### config.mk
export PLATFORM = sky130hd
export DESIGN_NAME = framebuffer_scanout
export DESIGN_NICKNAME = d
export VERILOG_FILES = /design/src/rtl/framebuffer_scanout.sv
export SDC_FILE = /design/constraint.sdc
export NUM_CORES = 1
export LEC_CHECK = 0
export CORE_MARGIN = 1
export CORE_UTILIZATION = 40
export DETAILED_ROUTE_END_ITERATION = 8
export PLACE_DENSITY = 0.69
export SLEW_MARGIN = 20
export SYNTH_ARGS = -nofsm -noshare
export SYNTH_HDL_FRONTEND = slang
export SYNTH_SLANG_ARGS = --single-unit
### constraint.sdc
create_clock -name clk -period 4.6 [get_ports clk]
set_clock_uncertainty 0.15 [all_clocks]
set_input_delay 0.92 -clock clk [delete_from_list [all_inputs] [get_ports clk]]
set_output_delay 0.92 -clock clk [all_outputs]
set_load 0.02 [all_outputs]
### src/rtl/framebuffer_scanout.sv
// framebuffer_scanout: reads the resized grayscale image back out of the
// destination RAM and streams it with VGA timing, centred on a black border.
// Image dimensions are re-sampled only on the first vblank line so a resize
// never tears a frame. Output path is two pixel ticks deep:
// counters -> (address, delayed syncs) -> (pixel, syncs).
module framebuffer_scanout #(
  parameter int H_ACTIVE = 640,
  parameter int H_FP     = 16,
  parameter int H_SYNC   = 96,
  parameter int H_BP     = 48,
  parameter int V_ACTIVE = 480,
  parameter int V_FP     = 10,
  parameter int V_SYNC   = 2,
  parameter int V_BP     = 33,
  parameter int ADDR_W   = 16
) (
  input  logic              clk,
  input  logic              rst_n,
  input  logic              pix_en,
  input  logic [9:0]        img_width,
  input  logic [9:0]        img_height,
  input  logic [7:0]        rd_data,
  output logic [ADDR_W-1:0] rd_addr,
  output logic              rd_en,
  output logic [7:0]        pix,
  output logic              hsync,
  output logic              vsync,
  output logic              blank_n,
  output logic              frame_start
);

  localparam int H_TOTAL = H_ACTIVE + H_FP + H_SYNC + H_BP;
  localparam int V_TOTAL = V_ACTIVE + V_FP + V_SYNC + V_BP;

  localparam logic [9:0] H_ACT  = 10'(H_ACTIVE);
  localparam logic [9:0] V_ACT  = 10'(V_ACTIVE);
  localparam logic [9:0] H_LAST = 10'(H_TOTAL - 1);
  localparam logic [9:0] V_LAST = 10'(V_TOTAL - 1);
  localparam logic [9:0] HS_BEG = 10'(H_ACTIVE + H_FP);
  localparam logic [9:0] HS_END = 10'(H_ACTIVE + H_FP + H_SYNC);
  localparam logic [9:0] VS_BEG = 10'(V_ACTIVE + V_FP);
  localparam logic [9:0] VS_END = 10'(V_ACTIVE + V_FP + V_SYNC);

  logic [9:0]        h_cnt, v_cnt;
  logic [9:0]        shadow_w, shadow_h, x_off, y_off;
  logic [ADDR_W-1:0] run_addr;
  logic              hs_d1, vs_d1, bl_d1;

  logic       latch, in_img, visible, hs_act, vs_act;
  logic [9:0] w_clamp, h_clamp;

  // Decode the current counter position.
  always_comb begin
    w_clamp = (img_width  > H_ACT) ? H_ACT : img_width;
    h_clamp = (img_height > V_ACT) ? V_ACT : img_height;
    latch   = (h_cnt == 10'd0) && (v_cnt == V_ACT);
    // Zero width/height makes the upper bound equal the lower: never true.
    in_img  = (h_cnt >= x_off) && (h_cnt < x_off + shadow_w) &&
              (v_cnt >= y_off) && (v_cnt < y_off + shadow_h);
    visible = (h_cnt < H_ACT) && (v_cnt < V_ACT);
    hs_act  = (h_cnt >= HS_BEG) && (h_cnt < HS_END);
    vs_act  = (v_cnt >= VS_BEG) && (v_cnt < VS_END);
  end

  // Raster counters; frame_start pulses only on the tick evaluating (0,0).
  always_ff @(posedge clk or negedge rst_n) begin
    if (!rst_n) begin
      h_cnt       <= '0;
      v_cnt       <= '0;
      frame_start <= 1'b0;
    end else begin
      frame_start <= 1'b0;
      if (pix_en) begin
        frame_start <= (h_cnt == 10'd0) && (v_cnt == 10'd0);
        if (h_cnt == H_LAST) begin
          h_cnt <= '0;
          v_cnt <= (v_cnt == V_LAST) ? 10'd0 : v_cnt + 10'd1;
        end else begin
          h_cnt <= h_cnt + 10'd1;
        end
      end
    end
  end

  // Shadow dimensions and running address; latch wins over increment.
  always_ff @(posedge clk or negedge rst_n) begin
    if (!rst_n) begin
      shadow_w <= '0;
      shadow_h <= '0;
      x_off    <= '0;
      y_off    <= '0;
      run_addr <= '0;
    end else if (pix_en) begin
      if (latch) begin
        shadow_w <= w_clamp;
        shadow_h <= h_clamp;
        x_off    <= (H_ACT - w_clamp) >> 1;
        y_off    <= (V_ACT - h_clamp) >> 1;
        run_addr <= '0;
      end else if (in_img && run_addr != '1) begin
        run_addr <= run_addr + ADDR_W'(1);
      end
    end
  end

  // Stage 1: issue the RAM read and delay the timing signals to match.
  always_ff @(posedge clk or negedge rst_n) begin
    if (!rst_n) begin
      rd_addr <= '0;
      rd_en   <= 1'b0;
      hs_d1   <= 1'b1;
      vs_d1   <= 1'b1;
      bl_d1   <= 1'b0;
    end else if (pix_en) begin
      rd_en <= in_img;
      if (in_img) rd_addr <= run_addr;
      hs_d1 <= ~hs_act;
      vs_d1 <= ~vs_act;
      bl_d1 <= visible;
    end
  end

  // Stage 2: capture RAM data for in-image pixels, black elsewhere.
  always_ff @(posedge clk or negedge rst_n) begin
    if (!rst_n) begin
      pix     <= 8'h00;
      hsync   <= 1'b1;
      vsync   <= 1'b1;
      blank_n <= 1'b0;
    end else if (pix_en) begin
      pix     <= rd_en ? rd_data : 8'h00;
      hsync   <= hs_d1;
      vsync   <= vs_d1;
      blank_n <= bl_d1;
    end
  end

endmodule

=== Word level (Yosys, flattened, before mapping) ===
Cells that the tools add are included.

* Add/sub/neg operators: 7
* Magnitude comparators: 12
* Eq/ne operators: 4
* Mux-type cells: 8
* Bitwise logic cells: 2
* Reductions and logical operators: 16

{| class="wikitable"
|+ Operator list
! operator !! count
|-
| two-way mux 10 bit || 4
|-
| two-way mux 16 bit || 2
|-
| adder 10 x 1 -> 10 bit, second input constant || 2
|-
| adder 9 x 10 -> 10 bit || 2
|-
| equality test 10 bit, second input constant || 2
|-
| greater-or-equal comparator 10 x 9 -> 1 bit || 2
|-
| logical NOT 10 bit || 2
|-
| < comparator 10 bit || 2
|-
| < comparator 10 bit, second input constant || 2
|-
| < comparator 10 x 9 -> 1 bit, second input constant || 2
|-
| adder 16 x 1 -> 16 bit, second input constant || 1
|-
| != test 16 bit, second input constant || 1
|-
| equality test 10 x 9 -> 1 bit, second input constant || 1
|-
| greater-or-equal comparator 10 bit, second input constant || 1
|-
| greater-or-equal comparator 10 x 9 -> 1 bit, second input constant || 1
|-
| greater-than comparator 10 bit, second input constant || 1
|-
| greater-than comparator 10 x 9 -> 1 bit, second input constant || 1
|-
| subtractor 10 bit, first input constant || 1
|-
| subtractor 9 x 10 -> 10 bit, first input constant || 1
|-
| logical AND 1 bit || 9
|-
| two-way mux 8 bit || 1
|-
| AND reduction 2 bit || 4
|-
| inverter 1 bit || 2
|-
| nonzero test 2 bit || 1
|-
| two-way mux 1 bit || 1
|}

* Register bits after elaboration: 106
* Input port bits: 31
* Output and inout bits: 29
* Logic and storage cells: 66

=== Depth between registers and ports, before layout ===
* Depth after elaboration: 8
* Gate-level depth with buffers: 19
* Depth with buffers taken out: 18

=== Worst setup path after synthesis ===
OpenSTA, ideal clock, no wires.

* Path kind: register -> register
* Start point: reg shadow_w[1]
* End point: reg rd_addr[10]
* Library setup time: 0.125 ns
* Arrival time: 4.038 ns
* Required time: 4.325 ns
* Setup slack: 0.287 ns
* Stages on the path, launching flop included: 17
* Path buffers: 1
* Clock period less this slack: 4.313 ns
* Cell sequence: dfrtp_1 -> ha_1 -> a21o_1 -> a21oi_1 -> o21ai_0 -> a2111oi_0 -> o31ai_1 -> a21oi_1 -> xor2_1 -> ha_1 -> a22o_1 -> nor4_1 -> o2111ai_1 -> a211o_2 -> nor3_4 -> buf_2 -> mux2_2

* Longest elaborated chain between the ends: 6

{| class="wikitable"
|+ Ends and longest elaborated chain
! what !! RTL line !! text
|-
| start: declaration || 45 || <nowiki>logic [9:0] shadow_w, shadow_h, x_off, y_off;</nowiki>
|-
| start signal: assignment || 95 || <nowiki>shadow_w <= w_clamp;</nowiki>
|-
| adder 9 x 10 -> 10 bit || 58 || <nowiki>in_img = (h_cnt >= x_off) && (h_cnt < x_off + shadow_w) &&</nowiki>
|-
| < comparator 10 bit || 58 ||
|-
| logical AND 1 bit (2 in series) || 58 ||
|-
| logical AND 1 bit || 59 || <nowiki>(v_cnt >= y_off) && (v_cnt < y_off + shadow_h);</nowiki>
|-
| AND reduction 2 bit (no source line) || n/a ||
|-
| end signal: assignment || 116 || <nowiki>if (in_img) rd_addr <= run_addr;</nowiki>
|-
| end: declaration || 23 || <nowiki>output logic [ADDR_W-1:0] rd_addr,</nowiki>
|}

Every way passes these cells.
A chain may end at the register's enable or synchronous reset.

=== Worst setup path in the final report ===
* Start point: reg shadow_w[1]
* End point: reg rd_addr[13]

Same word-level chain as after synthesis.

==> results.sh <==
export IMPL_antenna_found_initial=0
export IMPL_synthTopCellsByArea="dfrtp_1, ha_1, o21ai_0"
export IMPL_rsz0062_at_grt="false"
export IMPL_pwr_share_seq_pct=48.7
export IMPL_wirelength_mm=13.9
export IMPL_synth_cell_area_mm2=0.00657
export IMPL_drv_cap=0
export IMPL_cp_slowest_cell="dfrtp_1"
export IMPL_reg2reg_to="rd_addr[13]"
export IMPL_drt_iter0_drc=227
export IMPL_start_util_pct=41.2
export IMPL_core_area_mm2=0.0159
export IMPL_critPathLaunchType="flop"
export IMPL_tightest_slew_ns=0.819
export IMPL_grt_pass1_wl_mm=23.3
export IMPL_syn_instance_count=704
export IMPL_crit_fanout=7
export IMPL_critical_path_class="flop to flop"
export IMPL_synth_seq_area_share_pct=40.4
export IMPL_synth_top_area_share_pct=38.8
export IMPL_muxShareOfSynthArea_pct=3.71
export IMPL_hold_viol=0
export IMPL_rows=46
export IMPL_route_detailed_drc=0
export IMPL_swShare_pct=28.3
export IMPL_synthFlopType="dfrtp_1"
export IMPL_routed_via_density=5.27
export IMPL_hp_class="flop to flop"
export IMPL_power_mw=2.15
export IMPL_min_period_over_period_pct=93.8
export IMPL_io_buffers=59
export IMPL_ant_nets=0
export IMPL_fp_dieW_um=130
export IMPL_wl_per_cell_um=14.0
export IMPL_r2r_start="shadow_w[1]"
export IMPL_total_leakage_power_nw=3.55
export IMPL_layout_drive_gt1_share_pct=11.7
export IMPL_drtPass1Iterations=5
export IMPL_outcome="finished clean"
export IMPL_p_switching_mw=0.608
export IMPL_place_congestion=0.815
export IMPL_yosysTopAreaCell="dfrtp_1"
export IMPL_end_kind="flop"
export IMPL_syn_num_nets=798
export IMPL_synth_seq_cells=106
export IMPL_ios=60
export IMPL_crit_required_ns=4.69
export IMPL_grt_pass1_vias=4835
export IMPL_synthXorXnorAreaFrac_pct=4.80
export IMPL_cellPowerDensity_mw_per_mm2=274
export IMPL_synth_cell_types=67
export IMPL_clock_sinks=106
export IMPL_area_growth_pct=19.3
export IMPL_worst_path_largest_cell_delay_ns=0.40
export IMPL_synthArstFlopShare_pct=100
export IMPL_ir_drop_mv=0.192
export IMPL_slew_headroom_pct=45.4
export IMPL_final_setup_tns_ns=0
export IMPL_cts_made_buffers=9
export IMPL_clkPwrFrac_pct=34.9
export IMPL_yosys_area_share_simple_pct=18.0
export IMPL_combPwrFrac_pct=16.4
export IMPL_worstHoldStart="shadow_h[7]"
export IMPL_clk_pin_slew_ns=0.07
export IMPL_htreeDepth=3
export IMPL_setup_viol=0
export IMPL_die_area_mm2=0.0169
export IMPL_root_buffer="clkbuf_16"
export IMPL_antenna_cells=0
export IMPL_num_fill_cells=1550
export IMPL_report_final_slew_viol_count=0
export IMPL_syn_mean_instance_area_um2=9.34
export IMPL_cp_arrival_ns=4.40
export IMPL_grt_use_total_pct=17.4
export IMPL_grt_overflow=0
export IMPL_cts_tree="done"
export IMPL_cts_buffer_depth=2
export IMPL_synth_top_family_by_area="simple AND/OR/NAND/NOR gates"
export IMPL_min_period_ns=4.32
export IMPL_fin_nets=864
export IMPL_synth_edff_count=0
export IMPL_min_to="shadow_h[7]"
export IMPL_num_vias=5227
export IMPL_synth_fa_ha_area_share_pct=12.2
export IMPL_max_freq_mhz=232
export IMPL_synth_compound_area_share_pct=15.9
export IMPL_p_int_mw=1.54
export IMPL_crit_chain="ha_1, a21o_1, a21oi_2, o21ai_1, a2111oi_2, buf_4, o31ai_1, a21oi_1, xor2_1, ha_1, a22o_1, nor4_2, o2111ai_1, a211o_2, nor3_4, buf_4, clkbuf_16, mux2_2"
export IMPL_rrSetupSlack_ns=0.28
export IMPL_holdPathStages=2
export IMPL_die_height_um=130
export IMPL_ff2ff_path_depth=18
export IMPL_grt_max_degree=66
export IMPL_ys_warn_count=0
export IMPL_hpwl_mm=10.2
export IMPL_insertion_delay_ns=0.35
export IMPL_holdBufCountCts=0
-- area by class of cell --
type | count | area [µm²] | area share [%]
clock buffer | 11 | 253 | 3.22
multi-input combinational | 521 | 3620 | 46.2
clock inverter | 5 | 35.0 | 0.447
sequential | 106 | 2660 | 33.9
timing repair buffer | 80 | 810 | 10.3
tap | 216 | 270 | 3.45
inverter | 52 | 195 | 2.49
-- metal layers --
metal / vias to the layer above / GRT usage, % / routed length (µm)
met1: 2468 / 24.2 / 6950
met5: - / 0 / 0
li1: 2649 / - / -
met3: 10 / 3.20 / 526
met4: 0 / 4.38 / 139
met2: 100 / 28.0 / 6250
-- worst max-delay path by stage --
stage | to | start | slack [ns]
5_1_grt | run_addr[3] | shadow_h[1] | 0.008
6_report | rd_addr[13] | shadow_w[1] | 0.28
4_1_cts | run_addr[8] | shadow_w[1] | 0.04
3_3_place_gp | rd_addr[2] | shadow_w[1] | 0.17
3_5_place_dp | rd_addr[15] | shadow_w[1] | 0.02
2_1_floorplan | rd_addr[10] | shadow_w[1] | 0.29
-- critical path, delay by kind of cell (launching register included) --
kind | cells | cell delay, ns
compound gates | 9 | 1.80
fa+ha+maj | 2 | 0.58
buf+inv | 3 | 0.51
flops | 1 | 0.40
mux | 1 | 0.32
simple gates | 2 | 0.27
xor+xnor | 1 | 0.18
-- flip-flops by register name, summed over array words and instances, names as in the netlist, 8 cells and up --
signal,cells
rd_addr,16
run_addr,16
h_cnt,10
shadow_h,10
shadow_w,10
v_cnt,10
x_off,9
y_off,9
pix,8
-- repair_timing --
item                       in CTS  in global routing
pin swaps                       0                  4
setup buffers                   0                  4
resized for setup               2                  7
setup endpoints to repair       4                 31
cloned                          0                  3
-- cells by family after synthesis --
group / count (synthesis)
adders and majority gates: 63
buffers and inverters: 77
muxes: 22
xor gates and xnor gates: 36
DFF: 106
AOI/OAI and AO/OA: 168
and+or+nand+nor: 232
-- through the flow --
| step | std cells | setup WS (ns) | hold WS [ns] | util (%) | cell area [µm²] |
|---|---|---|---|---|---|
| 2_1_floorplan | 704 | 0.287 | 0.295 | - | 6570 |
| 3_3_place_gp | 968 | 0.168 | 0.319 | 46.6 | 7430 |
| 3_5_place_dp | 968 | 0.0246 | 0.325 | 46.6 | 7430 |
| 4_1_cts | 984 | 0.0403 | 0.344 | 48.4 | 7720 |
| 5_1_grt | 991 | 0.00785 | 0.351 | 49.2 | 7840 |
| 6_report | 991 | 0.283 | 0.338 | 49.2 | 7840 |
-- placed cells by master, fill, tap and decap left out, types with 3 or more instances in the layout --
cell / Yosys / routed
a2111oi_2: 1 / 3
a21o_1: 5 / 5
a21oi_1: 31 / 29
a22oi_1: 3 / 3
a31o_2: 7 / 7
a31oi_1: 9 / 9
and2_1: 4 / 4
and3_1: 14 / 14
and3_2: 3 / 3
buf_4: 1 / 17
clkbuf_16: 0 / 11
clkdlybuf4s50_1: 0 / 58
dfrtp_1: 102 / 102
dfstp_2: 4 / 4
ha_1: 61 / 61
inv_1: 51 / 51
mux2_2: 19 / 19
mux2i_1: 3 / 3
nand2_1: 86 / 86
nand2b_1: 4 / 4
nand3_1: 29 / 29
nand3b_1: 3 / 3
nand4_1: 11 / 11
nor2_1: 30 / 30
nor2b_1: 6 / 6
nor3_1: 9 / 9
nor4_1: 13 / 12
o21a_1: 11 / 11
o21ai_0: 70 / 69
o31ai_1: 5 / 5
or2_2: 4 / 4
xnor2_1: 21 / 21
xor2_1: 15 / 15
-- cell usage after synthesis, types with 3 or more instances --
| cell type | count |
|---|---|
| inv_1 | 51 |
| mux2i_1 | 3 |
| a21o_1 | 5 |
| nand2b_1 | 4 |
| nor3_1 | 9 |
| nand4_1 | 11 |
| buf_6 | 3 |
| nor2b_1 | 6 |
| a31o_2 | 7 |
| a2111oi_0 | 4 |
| or2_2 | 4 |
| nand2_1 | 86 |
| dfrtp_1 | 102 |
| and3_1 | 14 |
| a21oi_1 | 31 |
| o31ai_1 | 5 |
| nand3_1 | 29 |
| clkbuf_1 | 18 |
| nor2_1 | 30 |
| a22oi_1 | 3 |
| xnor2_1 | 21 |
| and3_2 | 3 |
| o21ai_0 | 70 |
| o21a_1 | 11 |
| mux2_2 | 19 |
| and2_1 | 4 |
| a31oi_1 | 9 |
| nor4_1 | 13 |
| ha_1 | 61 |
| dfstp_2 | 4 |
| xor2_1 | 15 |
| nand3b_1 | 3 |
-- power groups by stage --
stage	logic [mW]	clock network, mW	registers, mW
CTS	0.358	0.774	1.05
finish	0.354	0.750	1.05
detailed placement	0.355	0	1.06
global placement	0.346	0	1.06
floorplan	0.237	0	1.04
global route	0.411	0.810	1.06
Power figures use the tool's default switching activity.
